$ cat config.mk
export PLATFORM = sky130hd
export DESIGN_NAME = md_unit
export DESIGN_NICKNAME = d
export VERILOG_FILES = /design/src/rtl/md_unit.sv
export SDC_FILE = /design/constraint.sdc
export NUM_CORES = 1
export LEC_CHECK = 0
export CORE_MARGIN = 1
export CORE_UTILIZATION = 50
export DETAILED_ROUTE_END_ITERATION = 6
export PLACE_DENSITY = 0.71
export SLEW_MARGIN = 20
export SYNTH_ARGS = -nofsm -noshare
export SYNTH_HDL_FRONTEND = slang
export SYNTH_SLANG_ARGS = --single-unit
$ cat constraint.sdc
create_clock -name clk -period 4.3 [get_ports clk]
set_clock_uncertainty 0.1 [all_clocks]
set_input_delay 0.86 -clock clk [delete_from_list [all_inputs] [get_ports clk]]
set_output_delay 0.86 -clock clk [all_outputs]
set_load 0.02 [all_outputs]
$ cat src/rtl/md_unit.sv
// Iterative multiply/divide unit beside the EX-stage ALU: shift-add multiply and
// restoring divide over 32 iterations plus a sign-fix cycle, owning HI/LO.
module md_unit #(
  parameter int WIDTH       = 32,
  parameter int CALC_CYCLES = 32
) (
  input  logic             clk,
  input  logic             rst,
  input  logic             start,
  input  logic [2:0]       MDOp,
  input  logic [WIDTH-1:0] A,
  input  logic [WIDTH-1:0] B,
  input  logic             flush,
  output logic             busy,
  output logic             done,
  output logic [WIDTH-1:0] HI,
  output logic [WIDTH-1:0] LO
);
  localparam int CW = $clog2(CALC_CYCLES);
  localparam logic [1:0] S_IDLE = 2'd0, S_CALC = 2'd1, S_FIX = 2'd2;

  logic [1:0]       state_q, state_d;
  logic [CW-1:0]    cnt_q, cnt_d;
  logic [1:0]       op_q, op_d;
  logic             sa_q, sa_d, sb_q, sb_d, dz_q, dz_d;
  logic [WIDTH-1:0] acc_hi_q, acc_hi_d, acc_lo_q, acc_lo_d, opb_q, opb_d;
  logic [WIDTH-1:0] hi_q, hi_d, lo_q, lo_d;
  logic             done_q, done_d;

  logic             idle_go, is_signed, neg_a, neg_b;
  logic [WIDTH-1:0] mag_a, mag_b;
  logic [WIDTH:0]   mul_sum, div_sh, div_rem;
  logic             div_ge;
  logic [2*WIDTH-1:0] prod, prod_fix;
  logic [WIDTH-1:0] quo_fix, rem_fix;

  // Any accepted request needs an idle unit and no squash in the same cycle.
  assign idle_go   = start && !flush && (state_q == S_IDLE);
  assign is_signed = !MDOp[0];
  assign neg_a     = is_signed && A[WIDTH-1];
  assign neg_b     = is_signed && B[WIDTH-1];
  assign mag_a     = neg_a ? -A : A;
  assign mag_b     = neg_b ? -B : B;

  // Multiply: multiplier bits leave LO from the bottom while product bits enter HI.
  assign mul_sum = {1'b0, acc_hi_q} + (acc_lo_q[0] ? {1'b0, opb_q} : '0);
  // Divide: dividend bits enter the partial remainder from LO's top.
  assign div_sh  = {acc_hi_q, acc_lo_q[WIDTH-1]};
  assign div_ge  = div_sh >= {1'b0, opb_q};
  assign div_rem = div_sh - {1'b0, opb_q};

  assign prod     = {acc_hi_q, acc_lo_q};
  assign prod_fix = (sa_q ^ sb_q) ? -prod : prod;
  // A zero divisor leaves |A| as the remainder, so sign-restoring it yields A.
  assign quo_fix  = dz_q ? '1 : ((sa_q ^ sb_q) ? -acc_lo_q : acc_lo_q);
  assign rem_fix  = sa_q ? -acc_hi_q : acc_hi_q;

  always_comb begin
    state_d  = state_q;
    cnt_d    = cnt_q;
    op_d     = op_q;
    sa_d     = sa_q;
    sb_d     = sb_q;
    dz_d     = dz_q;
    acc_hi_d = acc_hi_q;
    acc_lo_d = acc_lo_q;
    opb_d    = opb_q;
    hi_d     = hi_q;
    lo_d     = lo_q;
    done_d   = 1'b0;
    case (state_q)
      S_IDLE: begin
        if (idle_go && !MDOp[2]) begin
          state_d  = S_CALC;
          cnt_d    = '0;
          op_d     = MDOp[1:0];
          sa_d     = neg_a;
          sb_d     = neg_b;
          dz_d     = (B == '0);
          acc_hi_d = '0;
          acc_lo_d = mag_a;
          opb_d    = mag_b;
        end else if (idle_go && MDOp == 3'd4) begin
          hi_d = A;
        end else if (idle_go && MDOp == 3'd5) begin
          lo_d = A;
        end
      end
      S_CALC: begin
        if (flush) begin
          state_d = S_IDLE;
        end else begin
          if (op_q[1]) begin
            acc_hi_d = div_ge ? div_rem[WIDTH-1:0] : div_sh[WIDTH-1:0];
            acc_lo_d = {acc_lo_q[WIDTH-2:0], div_ge};
          end else begin
            acc_hi_d = mul_sum[WIDTH:1];
            acc_lo_d = {mul_sum[0], acc_lo_q[WIDTH-1:1]};
          end
          cnt_d = cnt_q + 1'b1;
          if (cnt_q == CW'(CALC_CYCLES - 1)) state_d = S_FIX;
        end
      end
      S_FIX: begin
        state_d = S_IDLE;
        if (!flush) begin
          done_d = 1'b1;
          if (op_q[1]) begin
            hi_d = rem_fix;
            lo_d = quo_fix;
          end else begin
            hi_d = prod_fix[2*WIDTH-1:WIDTH];
            lo_d = prod_fix[WIDTH-1:0];
          end
        end
      end
      default: state_d = S_IDLE;
    endcase
  end

  always_ff @(posedge clk or negedge rst) begin
    if (!rst) begin
      state_q  <= S_IDLE;
      cnt_q    <= '0;
      op_q     <= '0;
      sa_q     <= 1'b0;
      sb_q     <= 1'b0;
      dz_q     <= 1'b0;
      acc_hi_q <= '0;
      acc_lo_q <= '0;
      opb_q    <= '0;
      hi_q     <= '0;
      lo_q     <= '0;
      done_q   <= 1'b0;
    end else begin
      state_q  <= state_d;
      cnt_q    <= cnt_d;
      op_q     <= op_d;
      sa_q     <= sa_d;
      sb_q     <= sb_d;
      dz_q     <= dz_d;
      acc_hi_q <= acc_hi_d;
      acc_lo_q <= acc_lo_d;
      opb_q    <= opb_d;
      hi_q     <= hi_d;
      lo_q     <= lo_d;
      done_q   <= done_d;
    end
  end

  assign busy = (state_q != S_IDLE);
  assign done = done_q;
  assign HI   = hi_q;
  assign LO   = lo_q;
endmodule

Word level (Yosys, flattened, before mapping)
Cells that the tools add are included.

operators by class
  divide/modulo/power cells = 0
  reduce and logical (&&, ||, !) cells = 20
  magnitude comparators = 1
  $add $sub $neg = 8
  $mul = 0
  equal/unequal tests = 13
  multiplexer cells = 36
  shift operators = 0
  bitwise gates (word level) = 1

operators with widths
  operator                                                         number
  32-bit two-way mux                                               22
  32-bit case mux with 2 select lines                              4
  32-bit negation                                                  4
  64-bit two-way mux                                               1
  64-bit negation                                                  1
  32-bit by 32-bit adder with 33-bit output                        1
  33-bit by 32-bit greater-or-equal comparator with 1-bit output   1
  32-bit zero test                                                 1
  32-bit subtractor                                                1
  5-bit two-way mux                                                2
  5-bit case mux with 2 select lines                               1
  2-bit != test, second input constant                             4
  1-bit logical AND                                                7
  3-bit == test, second input constant                             2
  2-bit two-way mux                                                3
  2-bit by 1-bit != test with 1-bit output, second input constant  3
  2-bit nonzero test                                               3
  5-bit by 1-bit adder with 5-bit output, second input constant    1
  5-bit == test, second input constant                             1
  5-bit AND reduction                                              1
  2-bit case mux with 2 select lines                               1
  2-bit AND reduction                                              2
  4-bit AND reduction                                              1
  1-bit zero test                                                  3
  other kinds (7)                                                  8

storage, ports and cells
  bits of input ports = 71
  word-level logic and storage cells = 91
  memories = 0
  register bits = 173
  bits in latches = 0
  memory bits (read-only) = 0
  RAM bits = 0
  output and inout bits = 66

Longest topological paths before layout
  depth in word-level cells = 8
  mapped depth = 15
  mapped depth without buffers = 13

Worst setup path before layout
Ideal clock, no wire load.

  path type = flip-flop to flip-flop
  start = register acc_lo_q[0]
  end = register acc_hi_q[28]
  data required time = 4.078 ns
  path buffers = 1
  cell stages (with the launch flop) = 14
  path slack = 0.903 ns
  setup time = 0.122 ns
  period minus slack after synthesis = 3.397 ns
  data arrival time = 3.175 ns
  cell sequence = dfrtp_1 inv_1 clkbuf_1 nor2_1 ha_1 a21o_1 o21bai_1 a221oi_1 o2111ai_1 a211oi_1 o221ai_1 a21o_1 a21o_1 a32o_1

on the way
  word-level cells in the longest chain between the ends = 5

RTL lines
  element                                    RTL line  RTL
  start, declared                            26        logic [WIDTH-1:0] acc_hi_q, acc_hi_d, acc_lo_q, acc_lo_d, opb_q, opb_d;
  start signal, assigned                     143       acc_lo_q <= acc_lo_d;
  32-bit two-way mux                         46        assign mul_sum = {1'b0, acc_hi_q} + (acc_lo_q[0] ? {1'b0, opb_q} : '0);
  32-bit by 32-bit adder with 33-bit output  46
  32-bit two-way mux                         93        if (op_q[1]) begin
  32-bit two-way mux                         90        if (flush) begin
  32-bit case mux with 2 select lines        71        case (state_q)
  end signal, assigned                       142       acc_hi_q <= acc_hi_d;
  end, declared                              26

Every way passes these cells. The select of a mux whose other input is x is not followed.
A chain may end at the register's enable or synchronous reset.

Final worst setup path
Ends and elaborated chain as after synthesis.

==> impl_metrics.py <==
metrics = {
    "grt": {
        "globalRouteTotalUtil": 0.328,
        "grt_max_degree": 74,
        "grt_pass1_vias": 14200,
        "grt_pass1_wl_um": 78100,
        "grt_overflow": 0,
        "antenna_found_initial": 0,
    },
    "synth": {
        "synth_async_sr_flop_share": 1.00,
        "yosys_warnings": 0,
        "synth_seq_cells": 172,
        "syn-num-nets": 2082,
        "yosysSeqAreaShare": 0.291,
        "ys.flop_type": "dfrtp_1",
        "netlist_instances": 1939,
        "synth_cell_types": 72,
        "synth_edf_count": 0,
        "syn_avg_cell_area_um2": 7.64,
        "mappedNetlistArea_um2": 14800,
    },
    "cts": {
        "cts_setup_buffers": 0,
        "cts_max_level": 4,
        "numCtsBuffers": 17,
        "cts_resized": 0,
        "cts_buffer_depth": 2,
        "cts_sinks": 172,
        "root_buffer": "clkbuf_16",
        "cts_tree": "yes",
        "worstSkewPairLatency_ns": 0.45,
        "clk_pin_slew_ns": 0.07,
        "hold_buffers": 0,
    },
    "setup_path": {
        "r2r_end": "acc_hi_q[28]",
        "crit_path_end_kind": "flop",
        "cp.arrival_ns": 4.15,
        "r2r_cells": 13,
        "slowest_stage": "a211oi_1",
        "cp-start-kind": "flop",
        "cpLargestDelayFamily": "compound AO/OA/AOI/OAI gates",
        "reg2reg_from": "acc_lo_q[0]",
        "critical_path.max_fanout": 11,
        "cpMostUsedCell": "a21o_1",
        "cp_cell_sequence": "inv_1 -> buf_4 -> nor2_1 -> ha_1 -> a2111oi_0 -> o21ai_0 -> nand4_1 -> o2111ai_1 -> a211oi_1 -> o221ai_1 -> a21o_1 -> a21o_1 -> a32o_1",
        "critical_path_required_ns": 4.53,
        "critPathBufInv": 2,
        "r2r_slack_ns": 0.38,
        "max_stage_delay_ns": 0.56,
        "path_class": "flop to flop",
    },
    "sta": {
        "setup_viol": 0,
        "final-hold-violation-count": 0,
        "period_share": 0.912,
        "tightest_slew_ns": 1.03,
        "finalSetupTns_ns": 0,
        "slew_headroom": 0.312,
        "period_needed_ns": 3.92,
        "rsz0062_at_grt": "no",
        "final-max-slew-violation-count": 0,
        "clock.fmax_mhz": 255,
    },
    "route": {
        "wl_per_cell_um": 20.4,
        "via_per_inst": 6.14,
        "vias": 14800,
        "drtIter0Drc": 1297,
        "finalWirelength_um": 49200,
        "drcViolationCount": 0,
        "postRouteAntennaNets": 0,
        "drt-pass1-iter-count": 6,
    },
    "cells_and_area": {
        "antennaDiodeCount": 0,
        "design_area_um2": 17200,
        "drive_gt1_frac": 0.0551,
        "syn_to_final_growth_pct": 16.4,
        "fin_util": 0.595,
        "nets": 2163,
    },
    "floorplan": {
        "die-height_um": 174,
        "rows": 62,
        "io-pin-count": 137,
        "dieArea_um2": 30300,
        "core_area_um2": 28900,
        "die_x_um": 174,
        "initial_core_util": 0.512,
    },
    "power_and_ir_drop": {
        "ir_worst_vdd_mv": 0.385,
        "p_leak_nw": 7.40,
        "powerDensity_nw_per_um2": 624,
    },
    "placement": {
        "dpl-instance-area_um2": 16600,
        "dpl.hpwl_um": 37700,
        "gp_congestion": 0.971,
        "io_buffers": 136,
    },
    "outcome": {
        "status": "finished clean",
    },
    "run": {
        "cap_violations": 0,
    },
    "hold_path": {
        "hold_class": "primary input to async pin",
    },
}
[layout by cell type, fill, tap and decap left out, types with 10 or more instances in the layout]
cell type | synthesis | final
o22ai_1 | 33 | 33
mux2i_1 | 45 | 45
clkdlybuf4s50_1 | 0 | 135
nand4_1 | 16 | 16
a221oi_1 | 11 | 11
or4_1 | 10 | 10
o21bai_1 | 12 | 12
nand3_1 | 37 | 37
a211oi_1 | 20 | 19
or3_1 | 15 | 15
nor3_1 | 43 | 43
nor4_1 | 25 | 25
o41ai_1 | 12 | 12
inv_1 | 66 | 66
nand2_1 | 270 | 268
a31oi_1 | 21 | 21
clkbuf_16 | 0 | 17
o21ai_0 | 190 | 190
o211ai_1 | 24 | 24
o31ai_1 | 25 | 25
o21ai_1 | 55 | 55
xor2_1 | 83 | 83
nand2b_1 | 13 | 13
a21o_1 | 32 | 32
xnor2_1 | 90 | 89
dfrtp_1 | 172 | 171
nor2_1 | 166 | 165
a21oi_1 | 114 | 114
nor2b_1 | 18 | 16
buf_4 | 0 | 48
and3_1 | 12 | 12
ha_1 | 70 | 70
[synthesized netlist by cell type (45+ instances only)]
cell / number / area [um^2]
nand2_1: 270 / 1010
clkbuf_1: 110 / 413
inv_1: 66 / 248
mux2i_1: 45 / 450
xor2_1: 83 / 727
xnor2_1: 90 / 788
dfrtp_1: 172 / 4300
ha_1: 70 / 876
o21ai_1: 55 / 275
nor2_1: 166 / 623
o21ai_0: 190 / 951
a21oi_1: 114 / 571
[cell families (layout without fill, tap and decap cells)]
family,count (synthesis),after routing,share of synthesized area
adders and majority gates,72,72,0.0619
AOI/OAI and AO/OA,609,609,0.251
buffers and inverters,191,285,0.0490
DFF,172,172,0.291
and+or+nand+nor,669,669,0.208
xor gates and xnor gates,173,173,0.102
muxes,53,53,0.0365
[worst max path at each step]
stage / endpoint / cells past startpoint / start
floorplan: acc_hi_q[28] / 13 / acc_lo_q[0]
global placement: acc_lo_q[29] / 10 / A[12]
detailed placement: acc_lo_q[29] / 10 / A[12]
CTS: acc_hi_q[28] / 12 / acc_lo_q[0]
global route: acc_hi_q[28] / 13 / acc_lo_q[0]
finish: acc_hi_q[28] / 13 / acc_lo_q[0]
[layer usage]
layer | global-route usage | share of wire | vias to the layer above
met5 | 0 | 0 | -
met4 | 0.142 | 0.040 | 0
met3 | 0.0332 | 0.059 | 119
met2 | 0.556 | 0.48 | 616
met1 | 0.426 | 0.43 | 6990
li1 | - | - | 7110
[where the power goes]
group / switching [mW] / total, mW / internal, mW
Sequential: 0.666 / 2.71 / 2.04
Clock: 0.708 / 1.58 / 0.874
Combinational: 3.87 / 6.47 / 2.59
Total: 5.25 / 10.8 / 5.51
[metrics by stage]
stage / std cells / total power [mW] / setup slack (ns) / hold slack, ns
6_report: 2417 / 10.8 / 0.377 / 0.343
5_1_grt: 2417 / 11.5 / 0.0866 / 0.381
4_1_cts: 2417 / 10.7 / 0.430 / 0.373
3_5_place_dp: 2385 / 9.07 / 0.341 / 0.370
3_3_place_gp: 2385 / 9.02 / 0.324 / 0.359
2_1_floorplan: 1939 / 6.98 / 0.903 / 0.349
[worst reg2reg max path: cells and delay by family, from the launching register on]
| kind | cells | cell delay, ns |
|---|---|---|
| flip-flops | 1 | 0.38 |
| adder cells (fa/ha/maj) | 1 | 0.22 |
| AO/OA/AOI/OAI | 8 | 2.34 |
| buffers and inverters | 2 | 0.52 |
| AND/OR/NAND/NOR | 2 | 0.25 |
[state kept, by name, indices dropped and copies added, names as in the netlist, 2 cells and up]
signal	flops
cnt_q	5
acc_hi_q	32
LO	32
state_q	2
HI	32
opb_q	32
acc_lo_q	32
[area by class of cell]
type | count | area [um^2]
clock inverter | 13 | 141
inverter | 66 | 248
multi-input combinational | 1576 | 9820
clock buffer | 19 | 443
timing repair buffer | 187 | 1780
tap | 384 | 480
sequential | 172 | 4310
fill | 2696 | 11700
No activity file was read; power rests on OpenSTA's default activity.
